===== src/rtl/serial_word_feeder.sv =====
// Parallel-in, serial-out feeder: accepts WIDTH-bit words on a valid/ready
// handshake and streams them one bit per clock with no gap between words.
module serial_word_feeder #(
   parameter int WIDTH      = 8,
   parameter int MSB_FIRST  = 1,
   parameter int IDLE_LEVEL = 0
) (
   input  logic             clk,
   input  logic             rst,
   input  logic [WIDTH-1:0] load_data,
   input  logic             load_valid,
   output logic             load_ready,
   output logic             serial_out,
   output logic             serial_valid,
   output logic             word_done,
   output logic             busy
);

   localparam int CNT_W = $clog2(WIDTH);
   localparam logic [CNT_W-1:0] LAST_CNT = CNT_W'(WIDTH - 1);

   typedef enum logic {
      IDLE  = 1'b0,
      SHIFT = 1'b1
   } state_t;

   state_t           state_q, state_d;
   logic [WIDTH-1:0] shreg_q, shreg_d;
   logic [CNT_W-1:0] cnt_q, cnt_d;
   logic             last_bit;
   logic             accept;

   // Handshake: a word transfers on a rising edge where load_valid and
   // load_ready are both high; load_ready never depends on load_valid, and the
   // producer holds load_data/load_valid steady until that edge.
   assign last_bit   = (state_q == SHIFT) && (cnt_q == LAST_CNT);
   assign load_ready = !rst && ((state_q == IDLE) || last_bit);
   assign accept     = load_valid && load_ready;

   always_comb begin
      state_d = state_q;
      shreg_d = shreg_q;
      cnt_d   = cnt_q;
      if (accept) begin
         // Reload wins over the final shift so the next word follows at once.
         state_d = SHIFT;
         shreg_d = load_data;
         cnt_d   = '0;
      end else if (state_q == SHIFT) begin
         if (MSB_FIRST != 0) begin
            shreg_d = {shreg_q[WIDTH-2:0], 1'b0};
         end else begin
            shreg_d = {1'b0, shreg_q[WIDTH-1:1]};
         end
         if (last_bit) begin
            state_d = IDLE;
            cnt_d   = '0;
         end else begin
            cnt_d = cnt_q + 1'b1;
         end
      end
   end

   always_ff @(posedge clk) begin
      if (rst) begin
         state_q <= IDLE;
         shreg_q <= '0;
         cnt_q   <= '0;
      end else begin
         state_q <= state_d;
         shreg_q <= shreg_d;
         cnt_q   <= cnt_d;
      end
   end

   // Output mux uses registered state only; no input reaches serial_out.
   always_comb begin
      serial_out = (IDLE_LEVEL != 0);
      if (state_q == SHIFT) begin
         serial_out = (MSB_FIRST != 0) ? shreg_q[WIDTH-1] : shreg_q[0];
      end
   end

   assign serial_valid = (state_q == SHIFT);
   assign busy         = (state_q == SHIFT);
   assign word_done    = last_bit;

endmodule

===== config.mk =====
export PLATFORM = sky130hd
export DESIGN_NAME = serial_word_feeder
export DESIGN_NICKNAME = d
export VERILOG_FILES = /design/src/rtl/serial_word_feeder.sv
export SDC_FILE = /design/constraint.sdc
export NUM_CORES = 1
export LEC_CHECK = 0
export CELL_PAD_IN_SITES_DETAIL_PLACEMENT = 1
export CELL_PAD_IN_SITES_GLOBAL_PLACEMENT = 2
export CORE_MARGIN = 3
export CORE_UTILIZATION = 27
export CTS_CLUSTER_DIAMETER = 60
export DETAILED_ROUTE_END_ITERATION = 8
export PLACE_DENSITY = 0.69
export SLEW_MARGIN = 10
export SYNTH_ARGS = -nofsm -noshare
export SYNTH_HDL_FRONTEND = slang
export SYNTH_SLANG_ARGS = --single-unit
export TNS_END_PERCENT = 100

===== constraint.sdc =====
create_clock -name clk -period 1.34 [get_ports clk]
set_input_delay 0.268 -clock clk [delete_from_list [all_inputs] [get_ports clk]]
set_output_delay 0.268 -clock clk [all_outputs]
set_load 0.01 [all_outputs]

# After elaboration in Yosys (flattened, before gate mapping)
# Cells that the tools add are included.
# Widths: inputs -> output; s select.
# totals
ff_bits	12
input_bits	11
output_inout_bits	5
word_cells	20
# classes
addsub	1
eq_ne	1
muxes	7
bitwise_logic	1
n_reduce_logical	7
# ops
operator	count
$mux 8	2
$mux 1	4
$add 3x1->3 const B	1
$eq 3x3->1 const B	1
$logic_and 1x1->1	3
$mux 3	1
$reduce_bool 2->1	1
$reduce_or 2->1	1
$logic_not 1->1	1
$logic_or 1x1->1	1
$not 1->1	1

# Logic depth before layout (Yosys ltp)
# depth
word_depth	6
mapped_depth	6
mapped_depth_nobuf	5

# Worst setup path before layout
# Ideal clock, no wire load.
# synth_timing
kind	register -> register
from	reg cnt_q[0]
to	reg shreg_q[1]
setup_ns	0.095
arrival_ns	1.244
t_required_ns	1.245
setup_slack_ns	0.000
path_stages_with_launch	6
path_buffers	1
synth_period_minus_slack_ns	1.340
path_cell_list	dfxtp_1 -> ha_1 -> ha_1 -> nand2b_2 -> buf_8 -> a221oi_1
# synth_via
elab_chain_len	6
elab_cells_between_ends	7
cone_classes	1 x eq/ne; 1 x mux; 5 x reduce/logical
# synth_lines
element	line	rtl
start, declared	29	logic [CNT_W-1:0] cnt_q, cnt_d;
start signal, assigned	72	cnt_q <= cnt_d;
$eq 3x3->1 *	36	assign last_bit = (state_q == SHIFT) && (cnt_q == LAST_CNT);
$logic_and 1x1->1 *	36	
$logic_or 1x1->1 *	37	assign load_ready = !rst && ((state_q == IDLE) || last_bit);
$logic_and 1x1->1 *	37	
$logic_and 1x1->1 *	38	assign accept = load_valid && load_ready;
$mux 8 / $reduce_bool 2->1 (equally long branches)	n/a	
end signal, assigned	71	shreg_q <= shreg_d;
end, declared	28	logic [WIDTH-1:0] shreg_q, shreg_d;
# Mark *: on every way between the ends. The rest lies on a longest branch, timed or not.
# A chain may end at the register's enable or synchronous reset.

# Worst setup path in the final report
# layout_timing
from	reg cnt_q[1]
to	out load_ready
# layout_via
elab_chain_len	4
# layout_lines
element	line	rtl
$eq 3x3->1	36	
$logic_and 1x1->1	36	
$logic_or 1x1->1	37	
$logic_and 1x1->1	37	
end, declared	12	output logic load_ready,
# No other way between the ends.

==> impl_metrics.prom <==
# TYPE chip_impl_metric gauge
chip_impl_metric{name="area.sequential",unit="µm²"} 246
chip_impl_info{name="rsz0062_at_grt",value="true"} 1
chip_impl_metric{name="hold_buffers",unit=""} 0
chip_impl_metric{name="synth-warning-count",unit=""} 0
chip_impl_metric{name="drive_gt1_frac",unit=""} 0.430
chip_impl_metric{name="synth.distinct_cells",unit=""} 21
chip_impl_metric{name="grt_antenna_before_repair",unit=""} 0
chip_impl_metric{name="worstRegToRegCells",unit=""} 7
chip_impl_metric{name="totalWireLength",unit="µm"} 1610
chip_impl_metric{name="detailroute.via_count",unit=""} 544
chip_impl_info{name="critPathLaunchType",value="flop"} 1
chip_impl_metric{name="layout_stage_area_growth_over_the_synthesis_result",unit="%"} 51.1
chip_impl_metric{name="synth_area_per_cell",unit="µm²"} 11.1
chip_impl_metric{name="layout.nets",unit=""} 100
chip_impl_metric{name="worst_ir_drop_vdd",unit="µV"} 711
chip_impl_metric{name="chipWidth",unit="µm"} 56.1
chip_impl_metric{name="placed_cells",unit=""} 107
chip_impl_info{name="rr_startpoint",value="cnt_q[1]"} 1
chip_impl_info{name="hold_end",value="shreg_q[7]"} 1
chip_impl_metric{name="design.die.area",unit="µm²"} 3150
chip_impl_metric{name="io-pin-count",unit=""} 16
chip_impl_metric{name="drtPass1Iterations",unit=""} 2
chip_impl_metric{name="finalHoldViolations",unit=""} 0
chip_impl_metric{name="critical_path_arrival",unit="ps"} 1230
chip_impl_metric{name="finalClockSkew",unit="ps"} 1.47
chip_impl_metric{name="fmax",unit="GHz"} 0.667
chip_impl_metric{name="setup_viol",unit=""} 9
chip_impl_info{name="tritoncts_clock_tree",value="built"} 1
chip_impl_metric{name="cp.required",unit="ps"} 1070
chip_impl_metric{name="clockBufferDepth",unit=""} 2
chip_impl_info{name="hold_path.startpoint",value="shreg_q[7]"} 1
chip_impl_metric{name="drtAntennaViolNets",unit=""} 0
chip_impl_metric{name="core",unit="µm²"} 2300
chip_impl_metric{name="postSynthNetCount",unit=""} 74
chip_impl_metric{name="start_util",unit=""} 0.295
chip_impl_metric{name="fillCellCount",unit=""} 265
chip_impl_metric{name="routability_congestion",unit=""} 0.650
chip_impl_metric{name="multi_input_gate_area",unit="µm²"} 429
chip_impl_info{name="setup.worst_path.end_class",value="output port"} 1
chip_impl_metric{name="drt-initial-drc-count",unit=""} 1
chip_impl_info{name="run_status",value="finished, violations left"} 1
chip_impl_info{name="final_cell_mix",value="mux2i_1, clkdlybuf4s50_1, dfxtp_1"} 1
chip_impl_metric{name="timing_worst_slew_pin_value",unit="ps"} 261
chip_impl_metric{name="post-route-worst-setup-slack",unit="ps"} -159
chip_impl_metric{name="p_per_area",unit="nW/µm²"} 894
chip_impl_metric{name="clk_latency",unit="ps"} 270
chip_impl_metric{name="num_antenna_cells",unit=""} 0
chip_impl_metric{name="cts-htree-levels",unit=""} 1
chip_impl_metric{name="final_min_period_over_clock_period",unit=""} 1.12
chip_impl_info{name="critical_path.reg2reg.endpoint",value="shreg_q[6]"} 1
chip_impl_metric{name="finalCriticalPeriod",unit="ps"} 1500
chip_impl_info{name="cts_root_buffer",value="clkbuf_4"} 1
chip_impl_metric{name="grt_overflow_total",unit=""} 0
chip_impl_metric{name="dp_hpwl",unit="µm"} 1090
chip_impl_metric{name="ys_ff_latch",unit=""} 12
chip_impl_metric{name="path_clk_slew",unit="ps"} 80
chip_impl_info{name="setup.worst_path.class",value="reg -> out"} 1
chip_impl_metric{name="dpl-instance-area",unit="µm²"} 873
chip_impl_metric{name="wire_length_of_the_first_global_routing_pass",unit="µm"} 2790
chip_impl_metric{name="first_global_vias",unit=""} 602
chip_impl_metric{name="grt_start_max_net_pins",unit=""} 15
chip_impl_metric{name="number_of_cells_on_the_worst_hold_path",unit=""} 2
chip_impl_metric{name="leakagePower",unit="µW"} 0.000396
chip_impl_info{name="violations",value="setup timing"} 1
chip_impl_metric{name="post_synth_instance_area",unit="µm²"} 678
chip_impl_metric{name="floorplan.rows",unit=""} 17
chip_impl_metric{name="maxCapViolations",unit=""} 0
chip_impl_metric{name="synthCells",unit=""} 61
chip_impl_metric{name="synth-seq-area-share",unit=""} 0.354
chip_impl_metric{name="maxSlewHeadroom",unit=""} 0.826
chip_impl_metric{name="cts_buffers",unit=""} 3
chip_impl_metric{name="worst_hold_check_slack",unit="ps"} 585
chip_impl_info{name="min_path_type",value="reg -> reg"} 1
chip_impl_metric{name="grt_util_all_layers",unit=""} 0.115
chip_impl_metric{name="timing.reg2reg.setup_slack",unit="ps"} -120
chip_impl_metric{name="numClockSinks",unit=""} 12
chip_impl_metric{name="stdcell_area",unit="µm²"} 1020
chip_impl_metric{name="detail_route.vias_per_cell",unit=""} 4.77
chip_impl_metric{name="route.detailed.wl_per_inst",unit="µm"} 14.1
chip_impl_metric{name="portBuffers",unit=""} 15
chip_impl_metric{name="chipHeight",unit="µm"} 56.1
chip_impl_metric{name="stdcell_count",unit=""} 114
chip_impl_metric{name="path_max_fanout",unit=""} 3
chip_impl_metric{name="detail_route.drc_violations",unit=""} 0
chip_impl_metric{name="finalMaxSlewViolations",unit=""} 0
layer usage:
layer / GRT usage / up-vias / routed length (µm)
met3: 0.0510 / 2 / 71
met2: 0.190 / 10 / 812
li1: - / 271 / -
met4: 0.0407 / 0 / 19
met1: 0.129 / 261 / 706
met5: 0 / - / 0
sequential cells by signal (all words and copies together), names as in the netlist:
name and count:
shreg_q 8, cnt_q 3, busy 1
power breakdown:
group / switching (µW) / internal, µW
logic: 97.3 / 134
clock network: 123 / 165
registers: 14.9 / 382
total: 235 / 681
how the worst max path moves through the flow:
stage	slack, ps	startpoint	end	depth (start not counted)
finish	-160	cnt_q[1]	load_ready	5
detailed placement	-320	rst	load_ready	3
CTS	-160	cnt_q[0]	load_ready	5
global route	-230	cnt_q[1]	load_ready	5
floorplan	0.4	cnt_q[0]	shreg_q[1]	5
global placement	-320	rst	load_ready	3
worst max-delay path: stages (launching register included):
cell and delay [ps]:
dfxtp_2 340, ha_4 160, ha_4 160, nor2b_4 130, nor2_2 40, buf_2 130
final cells by class:
class | instances | share of cell area
Multi-Input combinational cell | 43 | 0.419
Clock buffer | 4 | 0.0354
Tap cell | 28 | 0.0342
Sequential cell | 12 | 0.241
Timing Repair Buffer | 27 | 0.271
timing repair:
action                                  4_1_cts  5_1_grt
pin swaps                                     1        3
endpoints found under the setup margin       13       14
cloned                                        1        0
gates resized for setup                      26       10
buffers inserted                              2        2
stage by stage:
stage | total power, µW | util | setup WS [ps] | TNS [ps]
2_1_floorplan | 525 | - | 0.403 | 0
3_3_place_gp | 596 | 0.380 | -322 | -1660
3_5_place_dp | 600 | 0.380 | -315 | -1950
4_1_cts | 926 | 0.437 | -164 | -864
5_1_grt | 977 | 0.446 | -229 | -1670
6_report | 916 | 0.446 | -159 | -955
logic make-up after synthesis:
| kind of cell | count (synthesis) | synth area share |
|---|---|---|
| buffers and inverters | 6 | 0.122 |
| adders and majority gates | 2 | 0.0369 |
| DFF | 12 | 0.354 |
| AOI/OAI and AO/OA | 10 | 0.148 |
| muxes | 10 | 0.148 |
| and+or+nand+nor | 21 | 0.192 |
synth_stat cells, drive strengths merged:
cell type,count,share of area
and2,2,0.018
ha,2,0.037
a221oi,7,0.12
o21a,1,0.011
nand2b,1,0.013
a21oi,1,0.0074
nand2,1,0.030
dfxtp,12,0.35
buf,4,0.079
mux2i,10,0.15
nor3b,1,0.011
nor2,7,0.039
clkbuf,2,0.042
a211oi,1,0.011
nand3,1,0.0074
nor2b,8,0.074
(Power assumes the default switching activity.)
